===== src/rtl/dice_roll_arbiter.sv =====
// Round-robin owner of one shared electronic dice: rolls it, samples a legal throw, returns it.
// Grant one cycle after req; result_valid ROLL+SETTLE+2 cycles after the request edge; REPORT holds until ack.
module dice_roll_arbiter #(
   parameter int NUM_PLAYERS   = 4,
   parameter int ROLL_CYCLES   = 8,
   parameter int SETTLE_CYCLES = 2,
   parameter int MAX_RETRY     = 3
) (
   input  logic                   clk,
   input  logic                   rst,
   input  logic [NUM_PLAYERS-1:0] req,
   input  logic [NUM_PLAYERS-1:0] ack,
   input  logic [2:0]             dice_throw,
   output logic                   dice_button,
   output logic [NUM_PLAYERS-1:0] grant,
   output logic [2:0]             result,
   output logic                   result_valid,
   output logic                   fault,
   output logic                   busy
);

   localparam int PW   = (NUM_PLAYERS > 1) ? $clog2(NUM_PLAYERS) : 1;
   localparam int CMAX = (ROLL_CYCLES > SETTLE_CYCLES) ? ROLL_CYCLES : SETTLE_CYCLES;
   localparam int CW   = $clog2(CMAX + 1);
   localparam int RW   = $clog2(MAX_RETRY + 2);

   localparam logic [PW-1:0]          LAST_RST  = PW'(NUM_PLAYERS - 1);
   localparam logic [NUM_PLAYERS-1:0] GRANT_LSB = {{(NUM_PLAYERS-1){1'b0}}, 1'b1};

   typedef enum logic [2:0] {
      S_IDLE,
      S_ROLL,
      S_SETTLE,
      S_SAMPLE,
      S_REPORT
   } state_t;

   state_t                   state_q;
   logic [NUM_PLAYERS-1:0]   grant_q;
   logic [PW-1:0]            last_q;
   logic [CW-1:0]            cnt_q;
   logic [RW-1:0]            retry_q;
   logic                     button_q;
   logic [2:0]               result_q;
   logic                     rv_q;
   logic                     fault_q;
   logic                     busy_q;

   logic                     pick_vld_d;
   logic [PW-1:0]            pick_idx_d;
   logic [PW-1:0]            cand;
   int                       rr_j;
   logic                     throw_ok;

   // Search starts one past the last owner so every requester is reached within NUM_PLAYERS grants.
   always_comb begin
      pick_vld_d = 1'b0;
      pick_idx_d = last_q;
      cand       = last_q;
      rr_j       = 0;
      for (int i = 1; i <= NUM_PLAYERS; i++) begin
         rr_j = int'(last_q) + i;
         if (rr_j >= NUM_PLAYERS) begin
            rr_j = rr_j - NUM_PLAYERS;
         end
         cand = PW'(rr_j);
         if (!pick_vld_d && req[cand]) begin
            pick_vld_d = 1'b1;
            pick_idx_d = cand;
         end
      end
   end

   assign throw_ok = (dice_throw != 3'b000) && (dice_throw != 3'b111);

   always_ff @(posedge clk) begin
      if (!rst) begin
         state_q  <= S_IDLE;
         grant_q  <= '0;
         last_q   <= LAST_RST;
         cnt_q    <= '0;
         retry_q  <= '0;
         button_q <= 1'b0;
         result_q <= 3'b000;
         rv_q     <= 1'b0;
         fault_q  <= 1'b0;
         busy_q   <= 1'b0;
      end else begin
         case (state_q)
            S_IDLE: begin
               if (pick_vld_d) begin
                  grant_q  <= GRANT_LSB << pick_idx_d;
                  last_q   <= pick_idx_d;
                  cnt_q    <= CW'(ROLL_CYCLES - 1);
                  button_q <= 1'b1;
                  busy_q   <= 1'b1;
                  state_q  <= S_ROLL;
               end
            end
            S_ROLL: begin
               // last_q doubles as the granted index; an abort leaves it there so fairness advances.
               if (!req[last_q]) begin
                  grant_q  <= '0;
                  button_q <= 1'b0;
                  busy_q   <= 1'b0;
                  state_q  <= S_IDLE;
               end else if (cnt_q == '0) begin
                  button_q <= 1'b0;
                  cnt_q    <= CW'(SETTLE_CYCLES - 1);
                  state_q  <= S_SETTLE;
               end else begin
                  cnt_q <= cnt_q - CW'(1);
               end
            end
            S_SETTLE: begin
               if (cnt_q == '0) begin
                  state_q <= S_SAMPLE;
               end else begin
                  cnt_q <= cnt_q - CW'(1);
               end
            end
            S_SAMPLE: begin
               if (throw_ok) begin
                  result_q <= dice_throw;
                  fault_q  <= 1'b0;
                  retry_q  <= '0;
                  rv_q     <= 1'b1;
                  state_q  <= S_REPORT;
               end else if (retry_q < RW'(MAX_RETRY)) begin
                  retry_q <= retry_q + RW'(1);
               end else begin
                  result_q <= 3'b000;
                  fault_q  <= 1'b1;
                  retry_q  <= '0;
                  rv_q     <= 1'b1;
                  state_q  <= S_REPORT;
               end
            end
            S_REPORT: begin
               if (ack[last_q]) begin
                  rv_q    <= 1'b0;
                  grant_q <= '0;
                  busy_q  <= 1'b0;
                  state_q <= S_IDLE;
               end
            end
            default: begin
               state_q <= S_IDLE;
            end
         endcase
      end
   end

   assign dice_button  = button_q;
   assign grant        = grant_q;
   assign result       = result_q;
   assign result_valid = rv_q;
   assign fault        = fault_q;
   assign busy         = busy_q;

   a_grant_onehot0 : assert property (@(posedge clk) disable iff (!rst) $onehot0(grant));
   a_grant_stable  : assert property (@(posedge clk) disable iff (!rst)
                                      (busy && $past(busy)) |-> $stable(grant));
   a_valid_busy    : assert property (@(posedge clk) disable iff (!rst) result_valid |-> busy);

endmodule


===== config.mk =====
export PLATFORM = sky130hd
export DESIGN_NAME = dice_roll_arbiter
export DESIGN_NICKNAME = d
export VERILOG_FILES = /design/src/rtl/dice_roll_arbiter.sv
export SDC_FILE = /design/constraint.sdc
export NUM_CORES = 1
export LEC_CHECK = 0
export CAP_MARGIN = 20
export CORE_ASPECT_RATIO = 0.8
export CORE_MARGIN = 8
export CORE_UTILIZATION = 46
export DETAILED_ROUTE_END_ITERATION = 16
export PLACE_DENSITY = 0.8
export SLEW_MARGIN = 20
export SYNTH_ARGS = -nofsm -noshare
export SYNTH_HDL_FRONTEND = slang
export SYNTH_SLANG_ARGS = --single-unit

===== constraint.sdc =====
create_clock -name clk -period 1.66 [get_ports clk]
set_input_delay 0.332 -clock clk [delete_from_list [all_inputs] [get_ports clk]]
set_output_delay 0.332 -clock clk [all_outputs]
set_load 0.02 [all_outputs]

# --- Yosys cells after proc, flatten, opt, wreduce, memory -nomap -nowiden ---
# Index checks and enable logic that the tools add are counted.
# W data, S select, Z words.
totals:
  latchBits: 0
  regBits: 23
  memories: 0
  elab_cells: 122
  output_inout_bits: 11
  inputBits: 13
  mem_bits_ro: 0
  mem_bits_rw: 0
classes:
  n_reduce_logical: 21
  add_sub_neg: 10
  n_div: 0
  n_mul: 0
  eq_ne: 14
  n_lt_le_gt_ge: 10
  n_shift: 1
  mux: 56
  n_bitwise: 0
op_table:
  columns: ["cell", "n"]
  rows:
  - ["$mux W3", 11]
  - ["$mux W4", 7]
  - ["$pmux W4 S3", 2]
  - ["$mux W1", 18]
  - ["$mux W2", 8]
  - ["$lt A2 B3 Y1 const B", 5]
  - ["$pmux W3 S5", 1]
  - ["$ne A2 B2 Y1 const B", 7]
  - ["$bmux W1 S2", 6]
  - ["$ge A3 B3 Y1 const B", 3]
  - ["$ne A3 B3 Y1 const B", 3]
  - ["$reduce_bool A3 Y1", 3]
  - ["$reduce_and A4 Y1", 2]
  - ["$sub A2 B1 Y2 const B", 4]
  - ["$add A2 B2 Y3 const B", 2]
  - ["$eq A3 B2 Y1 const B", 2]
  - ["$reduce_and A3 Y1", 2]
  - ["$reduce_and A5 Y1", 1]
  - ["$add A2 B3 Y4 const B", 1]
  - ["$ge A4 B3 Y1 const B", 1]
  - ["$logic_and A1 B1 Y1", 4]
  - ["$logic_not A4 Y1", 1]
  - ["$pmux W1 S2", 2]
  - ["$reduce_and A2 Y1", 2]
  - ["11 further kinds", 14]

# --- Longest topological paths before layout ---
# Gate-level depths: netlist of the first run.
depth:
  word_depth: 18
  depth_mapped: 7
  mapped_depth_nobuf: 7

# --- Worst setup path before layout of the first run ---
# OpenSTA, ideal clock, no wires.
synth_timing:
  path_type: "flip-flop to flip-flop"
  from: "register cnt_q[0]"
  to: "register cnt_q[2]"
  path_buffers: 0
  path_stages_with_launch: 8
  slack_ns: -0.078
  arrival_ns: 1.622
  synth_period_minus_slack_ns: 1.738
  cell_sequence: "dfxtp_1 -> inv_1 -> ha_1 -> nor3b_1 -> or3_1 -> o21ai_1 -> a21oi_1 -> a31o_2"
synth_between:
  elab_chain_cells: 4
synth_rtl:
  columns: ["item", "line", "text"]
  rows:
  - ["start, declared", "41", "logic [CW-1:0] cnt_q;"]
  - ["start signal, assigned", "94", "cnt_q <= CW'(ROLL_CYCLES - 1);"]
  - ["start signal, assigned", "109", "cnt_q <= CW'(SETTLE_CYCLES - 1);"]
  - ["start signal, assigned", "112", "cnt_q <= cnt_q - CW'(1);"]
  - ["$sub A4 B1 Y4 / $logic_not A4 Y1 (equally long branches)", null, null]
  - ["$mux W4", "107", "end else if (cnt_q == '0) begin"]
  - ["$mux W4", "102", "if (!req[last_q]) begin"]
  - ["$pmux W4 S3", "89", "case (state_q)"]
# Parallel ways exist; a longest one is shown, timed or not. The select of a mux whose other input is x is not followed.
# A chain may end at the register's enable or synchronous reset.

# --- Final worst setup path of the first run ---
layout_timing:
  from: "register cnt_q[0]"
  to: "register cnt_q[3]"
# The elaborated chain is that of the path after synthesis.

==> impl_metrics.toml, run 1 <==
[outcome]
status = "complete, no violations"

[timing]
finalHoldViolCount = 0
period_share_pct = 99.4
rsz0062_at_grt = "yes"
worst_slew_pin_slew_ns = 0.392
finalCriticalPeriod_ns = 1.65
worst_slack_ns = 0.0107
slew_viol_final = 0
fmax_mhz = 606
setup_viol = 0
skew_ns = 0.00248
maxSlewHeadroom_pct = 73.6

[grt]
antenna_found_initial = 0
grt_max_degree = 15
grt_pass1_wl_mm = 6.11
grt_pass1_vias = 1304
grt_use_total_pct = 16.1
grt_overflow = 0

[power_and_ir_drop]
internal_power_uw = 1830
p_leak_uw = 0.000902
pwr-share-seq_pct = 28.8
p_clk_share_pct = 8.3
powerDensity_nw_per_um2 = 1670
ir_worst_vdd_mv = 0.973
p_sw_uw = 1330
sw_frac_of_total_pct = 42.1
combPwrFrac_pct = 62.9

[clocking]
cts_tree = "built"
cts_buffer_depth = 2
cts_root_buf = "clkbuf_4"
clock-sinks = 23
h-tree-depth = 1
clk_pin_slew_worst_paths_ns = 0.12
cts_buffers = 3
clk_latency_ns = 0.31
ctsHoldBuffers = 0

[floorplanning]
core_um2 = 2680
io_pins = 24
die_x_um = 74.7
die_h_um = 63.0
rows = 17
initial_utilization_pct = 47.3
die_area_um2 = 4700

[job]
cap_violations = 0

[logic_synthesis]
synthCells = 151
synth_seq_cells = 23
ys_types = 45
yosys_warnings = 0
syn_area_um2 = 1270
ys_seq_area_share_pct = 36.3
syn-num-nets = 167
synth-edff-count = 0
async_reset_ff_share_pct = 0
avgSynthCellArea_um2 = 8.39
synth_ff_type = "dfxtp_1"

[setup_path]
r2r-start = "cnt_q[0]"
path_cells = "inv_2 -> ha_4 -> nor3b_4 -> or3_4 -> a221o_1 -> nand2_1 -> a21oi_2"
setup.worst_path.end_class = "register"
crit_family = "simple AND/OR/NAND/NOR gates"
critPathLaunch = "cnt_q[0]"
cp_data_required_time_ns = 1.88
cp_slowest_cell = "dfxtp_2"
path_max_fanout = 3
worst-r2r-cell-count = 7
path_class = "register to register"
crit_path_max_incr_delay_ns = 0.36
cp.arrival_ns = 1.87
cp.depth = 7
start_kind = "register"
path_buf_inv = 1

[finish]
insertedDiodeCount = 0
drive_gt1_share_pct = 30.5
layout_commonest_cell = "buf_4"
n_fill_cell = 198
nNetsFinal = 220
syn_to_final_growth_pct = 49.4
mostFrequentLayoutCells = "30 x buf_4, 19 x dfxtp_1, 17 x nor2_1, 12 x nand2_1, 10 x clkdlybuf4s50_1"
final_util_pct = 70.6

[placement]
dpl_worst_slack_ns = -0.462
hpwl_mm = 2.78
port_buffers = 23
gp_congestion = 0.873

[route]
viasPerCell = 5.49
dr.pass1.iters = 4
routed_wl_mm = 3.79
vias = 1324
drc_errors = 0
drtAntennaViolNets = 0
wl_per_cell_um = 15.7
drt-initial-drc-count = 96

[hold_path]
hold_path_startpoint = "retry_q[2]"
hold_path_class = "register to register"
min_delay_path_depth = 2
[stage by stage]
stage | total power [µW] | setup TNS (ns) | hold WS, ns | instances | cell area [µm²]
4_1_cts | 3040 | -0.00917 | 0.490 | 240 | 1820
3_5_place_dp | 2560 | -6.11 | 0.462 | 232 | 1710
6_report | 3150 | 0 | 0.491 | 241 | 1890
2_1_floorplan | 1920 | -0.0253 | 0.432 | 151 | 1270
5_1_grt | 3400 | -0.377 | 0.505 | 241 | 1890
3_3_place_gp | 2490 | -4.77 | 0.439 | 232 | 1710
[cells in the mapped netlist, types with 2 or more instances]
master	number	area share, %
clkbuf_1	2	0.59
nor3_1	6	2.4
nand2b_1	5	2.5
a21o_1	3	1.8
o211ai_1	4	2.4
a22oi_1	2	1.2
inv_1	5	1.5
mux2_2	3	2.7
o31ai_1	2	1.2
ha_1	3	3.0
o21a_1	5	3.0
nand3_1	3	1.2
o21ai_0	7	2.8
buf_2	2	0.79
a21oi_1	11	4.3
nor2_1	18	5.3
nor2b_1	4	2.0
a31oi_1	2	0.99
a32oi_1	2	1.4
nand2_1	13	3.9
nor3b_1	2	1.2
dfxtp_1	23	36
and3_1	2	0.99
[kinds of logic after synthesis]
group                      Yosys count  synth area share (%)
DFF                                 23                  36.3
adders and majority gates            3                  2.96
buffers and inverters               11                  4.15
muxes                                4                  4.44
and+or+nand+nor                     61                  24.7
AOI/OAI and AO/OA                   49                  27.4
[worst min-delay path: cells and delay by family, from the launching register on]
kind,cells,cell delay (ns)
DFF,1,0.34
and+or+nand+nor,1,0.07
AOI/OAI and AO/OA,1,0.05
[path summary, 6_finish.rpt]
check / to / slack (ns)
hold reg to reg: retry_q[2] / 0.49
setup / recovery: cnt_q[3] / 0.01
setup reg to reg: cnt_q[3] / 0.01
hold / removal: retry_q[2] / 0.49
[cell type report]
class,instances,area (µm²),share of cell area [%]
Inverter,5,18.8,0.991
Sequential cell,23,468,24.7
Clock buffer,3,22.5,1.19
Tap cell,38,47.5,2.51
Multi-Input combinational cell,117,845,44.6
Clock inverter,1,7.51,0.397
Timing Repair Buffer,54,484,25.6
[sequential cells by signal, summed over array words and instances (netlist names)]
register	flops
last_q	2
grant	4
cnt_q	4
result_valid	1
fault	1
retry_q	3
dice_button	1
state_q	3
busy	1
result	3
[repair_timing]
action	CTS	global route
gates resized for setup	20	19
setup buffers	4	1
endpoints found under the setup margin	13	21
pin swaps	6	6
endpoints found under the hold margin	0	0
[layer usage]
metal / routed length [µm] / share of wire (%) / GRT usage [%] / vias up
met3: 232 / 6.1 / 5.61 / 4
met1: 1640 / 43 / 19.6 / 632
met4: 36 / 0.95 / 4.88 / 0
met5: 0 / 0 / 0 / -
li1: - / - / - / 654
met2: 1880 / 50 / 25.5 / 34
[power groups by stage]
stage	combinational [µW]	sequential, µW	clock (µW)
floorplan	1010	907	0
global placement	1630	865	0
detailed placement	1680	877	0
CTS	1880	887	272
global route	2170	932	298
finish	1980	910	260
Power figures use the tool's default switching activity.
==> inputs of run 2 (changes only) <==
--- a/config.mk
+++ b/config.mk
@@ -8,9 +8,10 @@
 export CAP_MARGIN = 20
 export CORE_ASPECT_RATIO = 0.8
 export CORE_MARGIN = 8
-export CORE_UTILIZATION = 46
+export CORE_UTILIZATION = 40
 export DETAILED_ROUTE_END_ITERATION = 16
-export PLACE_DENSITY = 0.8
+export MAX_ROUTING_LAYER = met4
+export PLACE_DENSITY = 0.71
 export SLEW_MARGIN = 20
 export SYNTH_ARGS = -nofsm -noshare
 export SYNTH_HDL_FRONTEND = slang
==> run 2 against run 1 <==
Effect of this change: clock-buffer cell count is the same; worst setup slack better by 0.028 ns; die area up 11%; routed wire length is 11% lower; sequential cell count unchanged; fmax increased by 1.7%; combinational power shrank 8%; critical path depth did not move; final area down 2.8%; clock skew shrank 0.00090 ns; first-iteration DRC count down 32%.
==> impl_metrics.toml, run 2 (same netlist as run 1, synthesis figures left out) <==
[outcome]
status = "complete, no violations"

[hold_path]
hold_path_class = "register to register"
min_delay_path_depth = 2
hold_path_startpoint = "retry_q[2]"
hold_end = "retry_q[2]"

[floorplanning]
die_area_um2 = 5240
core_um2 = 3060
die_x_um = 78.9
die_h_um = 66.4
initial_utilization_pct = 41.4
rows = 18
io_pins = 24

[clocking]
clk_pin_slew_worst_paths_ns = 0.08
cts_buffers = 3
cts_setup_buffers = 0
cts_tree = "built"
clock-sinks = 23
cts_root_buf = "clkbuf_8"
cts_buffer_depth = 2
h-tree-depth = 1
clk_latency_ns = 0.27

[setup_path]
cp_data_required_time_ns = 1.83
cp.arrival_ns = 1.79
worst-r2r-cell-count = 7
critPathLaunch = "cnt_q[0]"
path_max_fanout = 3
r2r-start = "cnt_q[0]"
start_kind = "register"
r2r_slack_ns = 0.04
path_class = "register to register"
r2r-end = "cnt_q[3]"
setup.worst_path.end_class = "register"

[timing]
rsz0062_at_grt = "yes"
setup_viol = 0
finalCriticalPeriod_ns = 1.62
period_share_pct = 97.7
slew_viol_final = 0
worst_slack_ns = 0.0382
fin_setup_tns_ns = 0
worst_slew_pin_slew_ns = 0.380
finalHoldViolCount = 0
fmax_mhz = 617
skew_ns = 0.00159
maxSlewHeadroom_pct = 74.5

[route]
drt-initial-drc-count = 65
viasPerCell = 5.42
vias = 1306
wl_per_cell_um = 14.0
routed_wl_mm = 3.38
dr.pass1.iters = 4
drtAntennaViolNets = 0
drc_errors = 0

[finish]
nNetsFinal = 218
multi_input_area_um2 = 812
mostFrequentLayoutCells = "29 x buf_4, 20 x dfxtp_1, 19 x clkdlybuf4s50_1, 17 x nor2_1, 13 x nand2_1"
insertedDiodeCount = 0
drive_gt1_share_pct = 27.4
syn_to_final_growth_pct = 45.2
seq_area_um2 = 467
n_fill_cell = 272
layout_commonest_cell = "buf_4"

[grt]
grt_pass1_wl_mm = 5.55
grt_pass1_vias = 1267
antenna_found_initial = 0
grt_use_total_pct = 13.4
grt_max_degree = 15
grt_overflow = 0

[placement]
dpl_worst_slack_ns = -0.405
gp_congestion = 0.821
hpwl_mm = 2.60
port_buffers = 23

[power_and_ir_drop]
powerDensity_nw_per_um2 = 1690
p_leak_uw = 0.000743
ir_worst_vdd_mv = 0.944

[job]
cap_violations = 0
==> run 2: changes by cell type in the layout (fill, tap and decap cells not counted), sizes merged <==
cell           previous run  this run
dlygate4sd2               4         3
clkdlybuf4s15             0         1
clkdlybuf4s50            10        19
buf                      31        29
dlymetal6s2s              9         0
==> run 2: worst max path at each step <==
stage,endpoint,slack (ns),depth (start not counted)
floorplan,state_q[1],-0.03,7
global placement,grant[2],-0.36,6
detailed placement,cnt_q[2],-0.41,8
CTS,cnt_q[2],0.003,5
global route,cnt_q[3],-0.02,7
finish,cnt_q[3],0.04,7
==> run 2: where the power goes <==
group / switching, µW / internal [µW] / leakage (µW) / total (µW)
Clock: 185 / 170 / 0.0000217 / 354
Sequential: 185 / 730 / 0.000189 / 914
Combinational: 875 / 958 / 0.000533 / 1830
Total: 1240 / 1860 / 0.000743 / 3100
==> run 2: critical path, stage by stage (launching register included) <==
cell and delay (ns):
dfxtp_2 0.33, inv_1 0.05, ha_2 0.18, nor3b_4 0.16, or3_4 0.36, a221o_1 0.33, nand2_1 0.07, a21oi_1 0.05
==> run 2: cell type report <==
type	count	area share, %
well taps	40	2.72
flip-flops and latches	23	25.4
clock inverters	1	0.408
repair buffers	52	24.1
inverters	5	1.02
clock buffers	3	2.24
multi-input cells	117	44.1
==> run 2: what timing repair did <==
action | in CTS | in global routing
setup endpoints to repair | 13 | 11
gates resized for setup | 11 | 12
hold buffers | 0 | 0
pin swaps | 4 | 1
==> run 2: per-stage QoR <==
step           area (µm²)  std cells  hold slack, ns  power, µW  utilization (%)
2_1_floorplan        1270        151           0.432       1920                -
3_3_place_gp         1740        237           0.442       2550             56.7
3_5_place_dp         1740        237           0.453       2590             56.7
4_1_cts              1800        241           0.467       3020             58.8
5_1_grt              1840        241           0.484       3330             60.1
6_report             1840        241           0.463       3100             60.1
==> run 2: metal layers <==
metal	vias up	global-route usage [%]	part of all wire (%)
li1	656	-	-
met1	618	16.4	49
met2	27	21.2	47
met3	5	3.26	3.6
met4	0	4.61	1.3
met5	-	-	0
==> inputs of run 3 (changes only) <==
--- a/config.mk
+++ b/config.mk
@@ -6,13 +6,15 @@
 export NUM_CORES = 1
 export LEC_CHECK = 0
 export CAP_MARGIN = 20
+export CELL_PAD_IN_SITES_DETAIL_PLACEMENT = 0
+export CELL_PAD_IN_SITES_GLOBAL_PLACEMENT = 1
 export CORE_ASPECT_RATIO = 0.8
 export CORE_MARGIN = 8
-export CORE_UTILIZATION = 40
+export CORE_UTILIZATION = 34
 export DETAILED_ROUTE_END_ITERATION = 16
 export MAX_ROUTING_LAYER = met4
-export PLACE_DENSITY = 0.71
-export SLEW_MARGIN = 20
+export PLACE_DENSITY = 0.79
+export SLEW_MARGIN = 5
 export SYNTH_ARGS = -nofsm -noshare
 export SYNTH_HDL_FRONTEND = slang
 export SYNTH_SLANG_ARGS = --single-unit
==> run 3 against run 2 <==
Effect of this change: utilization down 9.5 points; global-route usage is 1.6 points lower; die area is 14% higher; worst hold slack barely moved; clock skew grew 0.0026 ns; worst setup slack got worse by 0.032 ns; non-clock buffer count unchanged; combinational power is essentially flat; largest cell class unchanged.
==> impl_metrics.toml, run 3 (same netlist as run 1, synthesis figures left out) <==
[outcome]
status = "complete, no violations"

[route]
drc_errors = 0
drt-initial-drc-count = 70
vias = 1259
dr.pass1.iters = 4
drtAntennaViolNets = 0
viasPerCell = 5.14
routed_wl_mm = 3.32
wl_per_cell_um = 13.6

[timing]
timing.hold.ws_ns = 0.464
skew_ns = 0.00419
finalHoldViolCount = 0
maxSlewHeadroom_pct = 78.9
slew_viol_final = 0
period_share_pct = 99.6
fin_setup_tns_ns = 0
finalCriticalPeriod_ns = 1.65
rsz0062_at_grt = "yes"
fmax_mhz = 605
setup_viol = 0
worst_slew_pin_slew_ns = 0.315

[grt]
grt_pass1_vias = 1264
antenna_found_initial = 0
grt_use_total_pct = 11.8
grt_overflow = 0
grt_max_degree = 14
grt_pass1_wl_mm = 5.87

[setup_path]
cp_slowest_cell = "a221o_1"
crit_family = "simple AND/OR/NAND/NOR gates"
path_max_fanout = 3
cp_data_required_time_ns = 1.82
path_class = "register to register"
start_kind = "register"
cp.arrival_ns = 1.81
path_cells = "inv_2 -> ha_4 -> nor3b_4 -> or3_4 -> a221o_1 -> nand2_1 -> a21oi_2"
setup.worst_path.end_class = "register"
crit_path_max_incr_delay_ns = 0.38
path_buf_inv = 1

[power_and_ir_drop]
p_leak_uw = 0.000742
ir_worst_vdd_mv = 0.911
powerDensity_nw_per_um2 = 1660
power_uw = 3080

[floorplanning]
initial_utilization_pct = 34.5
core_um2 = 3680
io_pins = 24
die_h_um = 70.6
die_x_um = 84.3
die_area_um2 = 5950
rows = 20

[job]
cap_violations = 0

[clocking]
clk_pin_slew_worst_paths_ns = 0.08
h-tree-depth = 1
clock-sinks = 23
cts_buffers = 3
cts_tree = "built"
cts_root_buf = "clkbuf_8"
cts_setup_buffers = 0
clk_latency_ns = 0.26
ctsHoldBuffers = 0
cts_buffer_depth = 2

[placement]
gp_congestion = 0.847
hpwl_mm = 2.67
port_buffers = 23

[finish]
syn_to_final_growth_pct = 46.8
nNetsFinal = 218
mostFrequentLayoutCells = "28 x buf_4, 19 x dfxtp_1, 19 x clkdlybuf4s50_1, 16 x nor2_1, 12 x nand2_1"
insertedDiodeCount = 0
n_fill_cell = 333
drive_gt1_share_pct = 29.4
layout_commonest_cell = "buf_4"

[hold_path]
hold_path_class = "register to register"
[run 3: path summary, 6_finish.rpt]
check,slack [ns],depth (start not counted),to,start
worst max-delay path,0.006,7,cnt_q[3],cnt_q[0]
worst min-delay path,0.46,2,grant[1],grant[1]
worst max register to register,0.006,7,cnt_q[3],cnt_q[0]
worst min register to register,0.46,2,grant[1],grant[1]
[run 3: per-layer routing]
| layer | GRT usage (%) | share of wire, % |
|---|---|---|
| met1 | 14.6 | 50 |
| met2 | 19.4 | 47 |
| met3 | 2.64 | 1.9 |
| met4 | 2.29 | 0.84 |
| met5 | - | 0 |
[run 3: worst min-delay path, stage by stage, from the launching register on]
cell and delay [ns]:
dfxtp_1 0.32, nand2_1 0.05, a21oi_1 0.05
[run 3: timing repair]
action | CTS | global route
setup endpoints to repair | 14 | 11
resized for setup | 19 | 11
hold endpoints to repair | 0 | 0
pin swaps | 6 | 3
[run 3: final cells by class]
cell class                 count  area, µm²  share of cell area (%)
multi-input combinational    117        823                    44.3
sequential                    23        468                    25.2
timing repair buffer          52        449                    24.1
tap                           44       55.1                    2.96
clock buffer                   3       41.3                    2.22
inverter                       5       18.8                    1.01
clock inverter                 1       5.00                   0.269
[run 3: report_power, final]
group	internal [µW]	switching (µW)
logic	945	890
registers	732	175
clock network	167	173
[run 3: metrics by stage]
stage               utilization, %  worst slack, ns  instances  cell area [µm²]
floorplan                        -          -0.0253        151             1270
CTS                           49.8         -0.00777        245             1830
global route                  50.6          -0.0471        245             1860
global placement              47.3           -0.403        241             1740
detailed placement            47.3           -0.435        241             1740
finish                        50.6          0.00614        245             1860
